<file path="src/rtl/imem_fetch_if.sv">
// Fetch-unit bus bundle: byte-wide instruction memory port plus the
// decoded-instruction valid/ready stream towards decode/execute.
interface imem_fetch_if #(
  parameter int ADDR_W = 5
);
  logic              mem_rd;
  logic [ADDR_W-1:0] mem_addr;
  logic [7:0]        mem_rdata;
  logic              inst_valid;
  logic [31:0]       inst;
  logic [31:0]       inst_pc;
  logic              inst_ready;

  modport master (
    output mem_rd, mem_addr, inst_valid, inst, inst_pc,
    input  mem_rdata, inst_ready
  );

  modport slave (
    input  mem_rd, mem_addr, inst_valid, inst, inst_pc,
    output mem_rdata, inst_ready
  );
endinterface

</file>
<file path="src/rtl/imem_fetch_unit.sv">
// Instruction fetch front end: assembles big-endian 32-bit words from a
// byte-wide memory (one byte per cycle) into a small prefetch queue.
module imem_fetch_unit #(
  parameter int ADDR_W = 5,
  parameter int DEPTH  = 2
) (
  input  logic        clk,
  input  logic        rst,
  input  logic        redirect,
  input  logic [31:0] redirect_pc,
  output logic [31:0] fetch_pc,
  imem_fetch_if.master bus
);
  localparam int PTR_W = (DEPTH > 1) ? $clog2(DEPTH) : 1;
  localparam int CNT_W = PTR_W + 1;
  localparam logic [CNT_W-1:0] DEPTH_C = CNT_W'(DEPTH);

  typedef enum logic [1:0] {IDLE, ISSUE, DRAIN} state_t;

  state_t            state_reg, state_next;
  logic [1:0]        k_reg, k_next;
  logic [31:0]       fetch_pc_reg, fetch_pc_next;
  logic [23:0]       shift_reg, shift_next;
  logic [CNT_W-1:0]  count_reg, count_next;
  logic [PTR_W-1:0]  head_reg, head_next;
  logic [PTR_W-1:0]  tail_reg, tail_next;
  logic [31:0]       q_inst_reg [DEPTH];
  logic [31:0]       q_pc_reg   [DEPTH];

  logic              push;
  logic              pop;
  logic              start_ok;
  logic [CNT_W-1:0]  occ_after;
  logic [31:0]       word;

  // Last byte comes straight off the memory bus during DRAIN.
  assign word = {shift_reg, bus.mem_rdata};

  always_comb begin
    state_next    = state_reg;
    k_next        = k_reg;
    fetch_pc_next = fetch_pc_reg;
    shift_next    = shift_reg;
    head_next     = head_reg;
    tail_next     = tail_reg;

    pop       = (count_reg != '0) && bus.inst_ready && !redirect;
    push      = (state_reg == DRAIN) && !redirect;
    occ_after = count_reg + CNT_W'(push) - CNT_W'(pop);
    start_ok  = occ_after < DEPTH_C;

    case (state_reg)
      IDLE: begin
        if (start_ok) begin
          state_next = ISSUE;
          k_next     = '0;
        end
      end
      ISSUE: begin
        if (k_reg != 2'd0) shift_next = {shift_reg[15:0], bus.mem_rdata};
        if (k_reg == 2'd3) state_next = DRAIN;
        else               k_next     = k_reg + 2'd1;
      end
      DRAIN: begin
        fetch_pc_next = fetch_pc_reg + 32'd4;
        k_next        = '0;
        state_next    = start_ok ? ISSUE : IDLE;
      end
      default: state_next = IDLE;
    endcase

    if (push) tail_next = tail_reg + PTR_W'(1);
    if (pop)  head_next = head_reg + PTR_W'(1);
    count_next = occ_after;

    // Redirect flushes everything; the byte still in flight is ignored
    // because ISSUE k=0 never captures.
    if (redirect) begin
      state_next    = ISSUE;
      k_next        = '0;
      fetch_pc_next = redirect_pc;
      count_next    = '0;
      head_next     = '0;
      tail_next     = '0;
    end
  end

  always_ff @(posedge clk) begin
    if (rst) begin
      state_reg    <= ISSUE;
      k_reg        <= '0;
      fetch_pc_reg <= '0;
      shift_reg    <= '0;
      count_reg    <= '0;
      head_reg     <= '0;
      tail_reg     <= '0;
    end else begin
      state_reg    <= state_next;
      k_reg        <= k_next;
      fetch_pc_reg <= fetch_pc_next;
      shift_reg    <= shift_next;
      count_reg    <= count_next;
      head_reg     <= head_next;
      tail_reg     <= tail_next;
    end
  end

  always_ff @(posedge clk) begin
    if (!rst && push) begin
      q_inst_reg[tail_reg] <= word;
      q_pc_reg[tail_reg]   <= fetch_pc_reg;
    end
  end

  // Start-pending after reset: the FSM sits in ISSUE k=0 but the request
  // is held off until rst drops.
  assign bus.mem_rd   = (state_reg == ISSUE) && !rst;
  assign bus.mem_addr = bus.mem_rd ? (fetch_pc_reg[ADDR_W-1:0] + ADDR_W'(k_reg)) : '0;

  assign bus.inst_valid = (count_reg != '0);
  assign bus.inst       = bus.inst_valid ? q_inst_reg[head_reg] : '0;
  assign bus.inst_pc    = bus.inst_valid ? q_pc_reg[head_reg]   : '0;
  assign fetch_pc       = fetch_pc_reg;
endmodule

</file>
<file path="src/flat_wrapper.sv">
// flat-port wrapper written by rule: the top's interface ports become plain ports
module imem_fetch_unit_flat 
#(
  parameter int ADDR_W = 5,
  parameter int DEPTH  = 2
)
  (clk, rst, redirect, redirect_pc, fetch_pc, bus_mem_rd, bus_mem_addr, bus_inst_valid, bus_inst, bus_inst_pc, bus_mem_rdata, bus_inst_ready);
  imem_fetch_if #(.ADDR_W(ADDR_W)) bus_i ();
  input  logic clk;
  input  logic rst;
  input  logic redirect;
  input  logic [31:0] redirect_pc;
  output logic [31:0] fetch_pc;
  output wire logic [$bits(bus_i.mem_rd)-1:0] bus_mem_rd;
  output wire logic [$bits(bus_i.mem_addr)-1:0] bus_mem_addr;
  output wire logic [$bits(bus_i.inst_valid)-1:0] bus_inst_valid;
  output wire logic [$bits(bus_i.inst)-1:0] bus_inst;
  output wire logic [$bits(bus_i.inst_pc)-1:0] bus_inst_pc;
  input wire logic [$bits(bus_i.mem_rdata)-1:0] bus_mem_rdata;
  input wire logic [$bits(bus_i.inst_ready)-1:0] bus_inst_ready;
  assign bus_mem_rd = bus_i.mem_rd;
  assign bus_mem_addr = bus_i.mem_addr;
  assign bus_inst_valid = bus_i.inst_valid;
  assign bus_inst = bus_i.inst;
  assign bus_inst_pc = bus_i.inst_pc;
  assign bus_i.mem_rdata = bus_mem_rdata;
  assign bus_i.inst_ready = bus_inst_ready;
  imem_fetch_unit #(.ADDR_W(ADDR_W), .DEPTH(DEPTH)) u_core (.clk(clk), .rst(rst), .redirect(redirect), .redirect_pc(redirect_pc), .fetch_pc(fetch_pc), .bus(bus_i));
endmodule
</file>
<file path="config.mk">
export PLATFORM = sky130hd
export DESIGN_NAME = imem_fetch_unit_flat
export DESIGN_NICKNAME = d
export VERILOG_FILES = /design/src/rtl/imem_fetch_if.sv /design/src/rtl/imem_fetch_unit.sv /design/src/flat_wrapper.sv
export SDC_FILE = /design/constraint.sdc
export NUM_CORES = 1
export LEC_CHECK = 0
export ABC_AREA = 1
export BUFFER_PORTS_ARGS = -buffer_cell sky130_fd_sc_hd__buf_4
export CORE_MARGIN = 4
export CORE_UTILIZATION = 50
export CTS_CLUSTER_DIAMETER = 80
export DETAILED_ROUTE_END_ITERATION = 8
export PLACE_DENSITY = 0.75
export SETUP_SLACK_MARGIN = 0.15
export SYNTH_ARGS = -nofsm -noshare
export SYNTH_HDL_FRONTEND = slang
export SYNTH_SLANG_ARGS = --single-unit
</file>
<file path="constraint.sdc">
create_clock -name clk -period 7.3 [get_ports clk]
set_input_delay 2.19 -clock clk [delete_from_list [all_inputs] [get_ports clk]]
set_output_delay 2.19 -clock clk [all_outputs]
set_load 0.01 [all_outputs]
</file>
==> results.txt, run 1 <==
* Final critical delay including setup and external delays: 5210 ps
- After floorplanning, the core was sized to cover 16500 um^2.
- The synthesized design contains 193 register bits.
- Least-Margin Pin Slew: 1140 ps
- The pre-antenna-repair detailed-routing pass consisted of 5 iterations.
- Data arrival time of the critical path: 3020 ps
- Final hold violation count: 0
- Setup repair after global routing left no endpoint under its margin.
* Clk pin slew, worst setup/hold paths: 70 ps
- Final period utilization: 71.3%
- Gr usage total: 21.2%
- Number of nets with antenna violations after detailed routing: 0
- Worst ir drop on vdd: 0.166 mV
- In the final layout, the share of cells above drive strength 1 is 19.9%.
* Highest cell delay on the worst timing path: 220 ps
* Count of clock tree sinks: 193
- Endpoint, Worst Hold: u_core.q_inst_reg[0][29]
- Peak Freq: 0.192 GHz
* DIE HEIGHT: 137 um
- The min-delay analysis places its worst path in the category reg -> reg.
- Synth unique cells: 33
- Of all flip-flops after synthesis, the portion carrying an async set or reset was 0%.
- Startpoint of the most critical register-to-register path: u_core.count_reg[1]
- Worst setup path category: in -> out
- Worst skew pair latency: 420 ps
* Mean routed wirelength per cell: 15.7 um
* GP Congestion: 0.907
- Number of setup buffers added after CTS: 0
- Number of design-rule violations left by the first detailed-router iteration: 519
- Worst hold start: u_core.shift_reg[21]
- Number of antenna cells inserted: 0
- Worst EP required: 5110 ps
- After routing, the total negative slack on setup checks comes to 0 ps.
- The share of the Yosys chip area taken by registers is 61.5%.
- Leakage: 4.09 nW
* Max capacitance violation total: 0
* Site Rows: 47
- Overall overflow remaining after global route: 0
- The most numerous cell type found on the critical path is sky130_fd_sc_hd__buf_4.
- Total buffers and inverters traversed by the critical path: 3
- The number of nets handed over by synthesis was 950.
- Max Root-Sink Buffers: 2
* Total setup violations reported at the end of the flow: 0
- Synth Cell Area: 8360 um^2
* Crit path cell chain: buf_4 > nor2_1 > inv_1 > nor3_1 > buf_4
- The flow ran to the end, and the final reports show no timing, DRC or antenna violations.
- The die covers 18900 um^2.
* EDFF count, synth: 128
* DPL Wire Length: 12.8 mm
- Number of buffers inserted during clock tree synthesis: 17
- Vias/cell: 5.17
* Average cell area after synthesis: 9.31 um^2
- Entering global routing, the biggest net connects 66 pins.
- Kind of start point of the critical path: input port
* Number of logic stages on the critical path including buffering: 5
* Area Overhead vs Synth: 22.1%
- The Yosys step of the flow raised 0 warnings.
- Most common cell after layout, fill and taps aside: sky130_fd_sc_hd__nand2_1
- Slowest cell on the critical path: sky130_fd_sc_hd__nor2_1
- Number of slew-limit violations in the final report: 0
- Total power for the finished layout comes to 2.27 mW.
* Clock tree from TritonCTS: done
* R2r setup slk: 4330 ps
- Number of global-route vias before repair: 6084
- Leaving out fill and tap cells, the most frequent cells in the layout are sky130_fd_sc_hd__nand2_1, sky130_fd_sc_hd__buf_4, sky130_fd_sc_hd__edfxtp_1.
* Antenna violations before repair: 0
- Once the floorplan was initialized, standard cells occupied 50.8% of the core.
* Total of cells resized after clock tree synthesis: 0
* Number of vias in the routed layout: 6523
* Number of buffers added to fix hold violations after cts: 0
* Power Dens Cells: 223 nW/um^2
* Relative max-transition margin: 23.9%
- Among all flip-flop cells after synthesis, the most frequent one is sky130_fd_sc_hd__edfxtp_1.
* RR Endpoint: u_core.k_reg[1]
* Clock Skew: 9.05 ps
* Number of cells produced by synthesis: 898
- Critical Path Sink Type: output port
* Crit path max-delay family: buffers and inverters
- CP Max Fanout: 27
- The final layout contains 1080 nets.
- Die outline width: 137 um
* Count of input and output buffers: 146
- In this run the clock root is driven by a sky130_fd_sc_hd__clkbuf_16.
- Counting cells, the worst reg-to-reg path comes to 14.
- Pin placement for this block handled 147 I/O pins.
- DRC violation count after routing: 0
* Instance count along the most critical hold path: 0
- First-pass GRT wire length: 31.0 mm
- Summed over all layers, the routed wires come to 19.8 mm.
- In this run the number of H-tree levels came out at 4.
## cell type report
cell class                 count  area [um^2]
clock buffer                  18          439
clock inverter                14          158
fill                        1381         6250
inverter                      88          330
multi-input combinational    578         2740
sequential                   193         5150
tap                          220          275
timing repair buffer         150         1130
## per-layer routing
metal / share of wire [%] / GRT usage [%] / vias to the layer above
met3: 7.4 / 4.42 / 22
met4: 1.2 / 6.15 / 0
met2: 49 / 35.4 / 257
met5: 0 / 0 / -
li1: - / - / 3233
met1: 42 / 28.2 / 3011
## worst reg2reg max path, cell delays in order, from the launching register on
cell and delay [ps]:
sky130_fd_sc_hd__dfxtp_1 340, sky130_fd_sc_hd__nor2_4 630, sky130_fd_sc_hd__buf_4 490, sky130_fd_sc_hd__inv_1 100, sky130_fd_sc_hd__nand2_1 150, sky130_fd_sc_hd__nor2_1 60, sky130_fd_sc_hd__ha_1 280, sky130_fd_sc_hd__inv_1 40
sky130_fd_sc_hd__ha_1 190, sky130_fd_sc_hd__xor2_1 190, sky130_fd_sc_hd__nand2_1 140, sky130_fd_sc_hd__nand3_1 100, sky130_fd_sc_hd__nand2_1 50, sky130_fd_sc_hd__nand2_1 50, sky130_fd_sc_hd__nor2_1 40
## worst max-delay path by stage
stage,startpoint,endpoint
floorplan,rst,u_core.q_inst_reg[1][0]
global placement,rst,bus_mem_addr[4]
detailed placement,rst,bus_mem_addr[4]
CTS,rst,bus_mem_addr[4]
global route,rst,bus_mem_addr[4]
finish,rst,bus_mem_addr[4]
## Yosys cell counts (2+ instances only)
cell type / count / area [um^2]
sky130_fd_sc_hd__a21oi_1: 115 / 576
sky130_fd_sc_hd__a22o_1: 3 / 26.3
sky130_fd_sc_hd__a31oi_1: 9 / 56.3
sky130_fd_sc_hd__buf_1: 2 / 7.51
sky130_fd_sc_hd__buf_2: 2 / 10.0
sky130_fd_sc_hd__buf_4: 2 / 15.0
sky130_fd_sc_hd__buf_6: 3 / 33.8
sky130_fd_sc_hd__clkbuf_1: 29 / 109
sky130_fd_sc_hd__dfxtp_1: 65 / 1300
sky130_fd_sc_hd__edfxtp_1: 128 / 3840
sky130_fd_sc_hd__ha_1: 7 / 87.6
sky130_fd_sc_hd__inv_1: 82 / 308
sky130_fd_sc_hd__inv_2: 6 / 22.5
sky130_fd_sc_hd__nand2_1: 259 / 972
sky130_fd_sc_hd__nand2_2: 2 / 12.5
sky130_fd_sc_hd__nand3_1: 24 / 120
sky130_fd_sc_hd__nand3_2: 3 / 30.0
sky130_fd_sc_hd__nand4_1: 5 / 31.3
sky130_fd_sc_hd__nor2_1: 70 / 263
sky130_fd_sc_hd__nor2_4: 7 / 78.8
sky130_fd_sc_hd__nor3_1: 6 / 30.0
sky130_fd_sc_hd__o21ai_0: 49 / 245
sky130_fd_sc_hd__xnor2_1: 2 / 17.5
sky130_fd_sc_hd__xor2_1: 9 / 78.8
## cells by family (layout without fill, tap and decap cells)
family | after synthesis | in the layout | share of synthesized area, %
compound gates | 178 | 178 | 11.0
simple gates | 381 | 381 | 18.9
buf+inv | 127 | 270 | 6.10
fa+ha+maj | 8 | 8 | 1.29
flops | 193 | 193 | 61.5
xor+xnor | 11 | 11 | 1.15
## power by group
part	internal, mW	leakage (nW)	total (mW)	switching (mW)
Combinational	0.0550	2.11	0.121	0.0661
Clock	0.520	0.294	0.924	0.405
Sequential	1.19	1.68	1.23	0.0374
## per-stage QoR
stage / area, um^2 / utilization (%) / instances / hold slack [ps] / setup WS (ps)
after CTS: 10200 / 62.0 / 1261 / 460 / 2080
after global placement: 9610 / 58.4 / 1229 / 431 / 2140
after detailed placement: 9610 / 58.4 / 1229 / 446 / 2100
final: 10200 / 62.0 / 1261 / 453 / 2090
after global routing: 10200 / 62.0 / 1261 / 463 / 1970
after floorplan: 8370 / - / 898 / 426 / 1610
Note: power is estimated with default switching activity, not from simulation.
==> run 2, diff against run 1 <==
--- a/config.mk
+++ b/config.mk
@@ -5,13 +5,13 @@
 export SDC_FILE = /design/constraint.sdc
 export NUM_CORES = 1
 export LEC_CHECK = 0
-export ABC_AREA = 1
+export ABC_AREA = 0
 export BUFFER_PORTS_ARGS = -buffer_cell sky130_fd_sc_hd__buf_4
 export CORE_MARGIN = 4
-export CORE_UTILIZATION = 50
+export CORE_UTILIZATION = 56
 export CTS_CLUSTER_DIAMETER = 80
 export DETAILED_ROUTE_END_ITERATION = 8
-export PLACE_DENSITY = 0.75
+export PLACE_DENSITY = 0.8
 export SETUP_SLACK_MARGIN = 0.15
 export SYNTH_ARGS = -nofsm -noshare
 export SYNTH_HDL_FRONTEND = slang
==> constraint.sdc (replaced) <==
create_clock -name clk -period 5.3 [get_ports clk]
set_input_delay 1.59 -clock clk [delete_from_list [all_inputs] [get_ports clk]]
set_output_delay 1.59 -clock clk [all_outputs]
set_load 0.01 [all_outputs]
==> results.txt, run 2 <==
- The run finished with clean final reports.
- Synth Cell Area: 8100 um^2
* Final hold violation count: 0
- RR Endpoint: u_core.k_reg[1]
* Total of cells resized after clock tree synthesis: 0
- Most frequently used cell type in the post-synthesis netlist: sky130_fd_sc_hd__edfxtp_1
* Critical Path Sink Type: output port
- Among all stages on the critical path, the largest delay is contributed by sky130_fd_sc_hd__buf_4.
- EDFF count, synth: 128
- Once the floorplan was initialized, standard cells occupied 57.7% of the core.
* Number of buffers inserted during clock tree synthesis: 17
- Final cell utilization of the core: 70.6%
* Setup repair after global routing missed its margin: false
- After detailed routing, the average wire length per cell comes to 18.5 um.
- Walking the worst path, the cells encountered are buf_4 > nand2b_1 > inv_1 > and2_1 > buf_4.
* Max Root-Sink Buffers: 2
- Share of final-layout standard cells stronger than drive strength 1: 23.0%
- Setup violations remaining at the end of the flow were counted as 0.
* GP Congestion: 0.834
- H-tree lvl count: 4
- Clock tree from TritonCTS: done
- For this run, the post-layout net count is 864.
- Worst ir drop on vdd: 0.229 mV
* Relative max-transition margin: 25.8%
- Area Overhead vs Synth: 22.4%
- Gr usage total: 23.2%
- In this run the count of I/O pins placed on the die edge is 147.
- Static timing analysis puts the maximum clock frequency at 0.230 GHz.
- Final wirelength: 18.6 mm
- The number of max-slew violations in the final report was 0.
- The wire-length estimate of the detail-placed layout is 12.4 mm.
- Die outline width: 128 um
- Number of standard cells in the final layout excluding fillers: 1005
* Power Dens Cells: 313 nW/um^2
- Prevailing post-synth register cell: sky130_fd_sc_hd__edfxtp_1
- Placed Instance Area: 9320 um^2
* Number of register bits inferred by synthesis: 193
- In this run the register-to-register setup slack is 2380 ps.
- Most frequent cells in the layout: sky130_fd_sc_hd__buf_4, sky130_fd_sc_hd__edfxtp_1, sky130_fd_sc_hd__nor2_1
- Summed over all failing endpoints, the final setup total negative slack is 0 ps.
- Min-Delay Path Class: reg -> reg
- In this run, distinct cell masters in the synthesized netlist total 54.
- For this run, the detailed router's first-pass iteration total came to 5.
* Number of buffers added to fix hold violations after cts: 0
* Number of antenna cells inserted: 0
* Data arrival time of the critical path: 2750 ps
* Least-Margin Pin Slew: 1110 ps
- The most critical setup path has its endpoint at bus_mem_addr[0].
- Overall overflow remaining after global route: 0
- Across the routed clock network, the largest skew measured is 8.29 ps.
- Antenna violations before repair: 0
- Die Area: 16500 um^2
- For the worst setup path, the data required time is 3710 ps.
- The worst path needs 4340 ps of the cycle, external delays included.
- The first global-routing pass estimated 29.4 mm of wire.
- Sequential cells were found to cover 63.5% of the synthesized design area.
- STA classifies the critical path startpoint as an input port.
- Leaving out fill and tap cells, the most frequent cell in the layout is sky130_fd_sc_hd__buf_4.
* Number of cells after detailed placement: 973
- Number of vias in the routed layout: 5860
- The floorplan step defined a core boundary enclosing 14000 um^2.
- The detailed router finished its first iteration with 493 violations.
- Leading cell types by total area after synthesis: sky130_fd_sc_hd__edfxtp_1, sky130_fd_sc_hd__dfxtp_1, sky130_fd_sc_hd__mux2i_1, sky130_fd_sc_hd__nor2_1, sky130_fd_sc_hd__nand2_1
* Leakage: 3.53 nW
- Proportion of synthesized flip-flops having asynchronous set or reset: 0%
- Count of input and output buffers: 146
* Max capacitance violation total: 0
- For the worst-skew pair, the clock arrives at the later sink with an insertion delay of 430 ps.
- The largest total area in the synthesized netlist belongs to sky130_fd_sc_hd__edfxtp_1.
- Number of nets with antenna violations after detailed routing: 0
- Count of clock tree sinks: 193
- Highest cell delay on the worst timing path: 500 ps
- Sorting the synthesized cells by how often they occur yields sky130_fd_sc_hd__edfxtp_1, sky130_fd_sc_hd__nor2_1, sky130_fd_sc_hd__nand2_1, sky130_fd_sc_hd__mux2i_1, sky130_fd_sc_hd__dfxtp_1.
- Worst setup path category: in -> out
* Synth Net Count: 737
- Cell repeated most along the worst path: sky130_fd_sc_hd__buf_4
- Fin area: 9920 um^2
* DRC violation count after routing: 0
- R2R depth: 11
- Synth warn: 0
- After clock tree synthesis, the clock-pin slew on the worst setup and hold paths is 70 ps.
* Pin count of the biggest net entering global routing: 65
- Vias/cell: 5.83
- The die is 128 um tall.
- CP Max Fanout: 60
- Instance count along the most critical hold path: 0
- Startpoint of the most critical register-to-register path: u_core.count_reg[1]
* Final period utilization: 81.9%
* Site Rows: 43
* Number of cells produced by synthesis: 685
- The number of global-route vias before repair came to 5699.
* Cell at the root of the clock tree: sky130_fd_sc_hd__clkbuf_16
* Synth top area share: 47.5%
- Number of setup buffers added after CTS: 0
- In this run the worst setup path begins at rst.
- Average cell area after synthesis: 11.8 um^2
==> run 2: changes by cell type after synthesis, moves of 35 or more <==
cell / delta
sky130_fd_sc_hd__nor2_1: +35
sky130_fd_sc_hd__inv_1: -69
sky130_fd_sc_hd__o21ai_0: -45
sky130_fd_sc_hd__mux2i_1: +66
sky130_fd_sc_hd__nand2_1: -191
sky130_fd_sc_hd__a21oi_1: -80
==> run 2: critical path: cells and delay by family <==
kind | cells | cell delay (ps)
buffers and inverters | 3 | 730
and+or+nand+nor | 2 | 410
==> run 2: area by class of cell <==
cell class	instances	area, um^2
clock buffer	22	464
timing repair buffer	151	1150
clock inverter	10	135
fill	962	4130
multi-input combinational	435	2750
inverter	14	52.6
tap	180	225
sequential	193	5150
==> run 2: where the power goes <==
group / internal [mW] / switching (mW)
Clock: 0.764 / 0.522
Sequential: 1.62 / 0.0486
Combinational: 0.0727 / 0.0756
==> run 2: worst min-delay path by stage <==
stage	from	to
6_report	u_core.shift_reg[19]	u_core.q_inst_reg[1][27]
5_1_grt	u_core.shift_reg[19]	u_core.q_inst_reg[1][27]
4_1_cts	u_core.shift_reg[19]	u_core.q_inst_reg[0][27]
3_5_place_dp	u_core.shift_reg[16]	u_core.q_inst_reg[0][24]
3_3_place_gp	u_core.shift_reg[16]	u_core.q_inst_reg[0][24]
2_1_floorplan	u_core.shift_reg[16]	u_core.q_inst_reg[0][24]
==> run 2: kinds of logic after synthesis <==
| family | Yosys count | share of synthesized area [%] |
|---|---|---|
| and+or+nand+nor | 255 | 14.8 |
| DFF | 193 | 63.5 |
| AOI/OAI and AO/OA | 89 | 7.41 |
| muxes | 66 | 8.16 |
| buffers and inverters | 57 | 2.83 |
| xor gates and xnor gates | 17 | 2.01 |
| adders and majority gates | 8 | 1.33 |
==> run 2: per-layer routing <==
| metal | GRT usage [%] | vias to the layer above | routed length [um] |
|---|---|---|---|
| li1 | - | 2754 | - |
| met1 | 30.3 | 2849 | 7630 |
| met2 | 38.0 | 229 | 9280 |
| met3 | 5.13 | 28 | 1240 |
| met4 | 8.61 | 0 | 400 |
| met5 | 0 | - | 0 |
==> run 2: metrics by stage <==
| stage | setup slack [ps] | hold slack [ps] | power (mW) |
|---|---|---|---|
| after floorplan | 891 | 425 | 1.76 |
| after CTS | 958 | 465 | 3.12 |
| after global routing | 877 | 489 | 3.20 |
| after detailed placement | 984 | 448 | 1.85 |
| final | 961 | 462 | 3.11 |
| after global placement | 1030 | 435 | 1.84 |
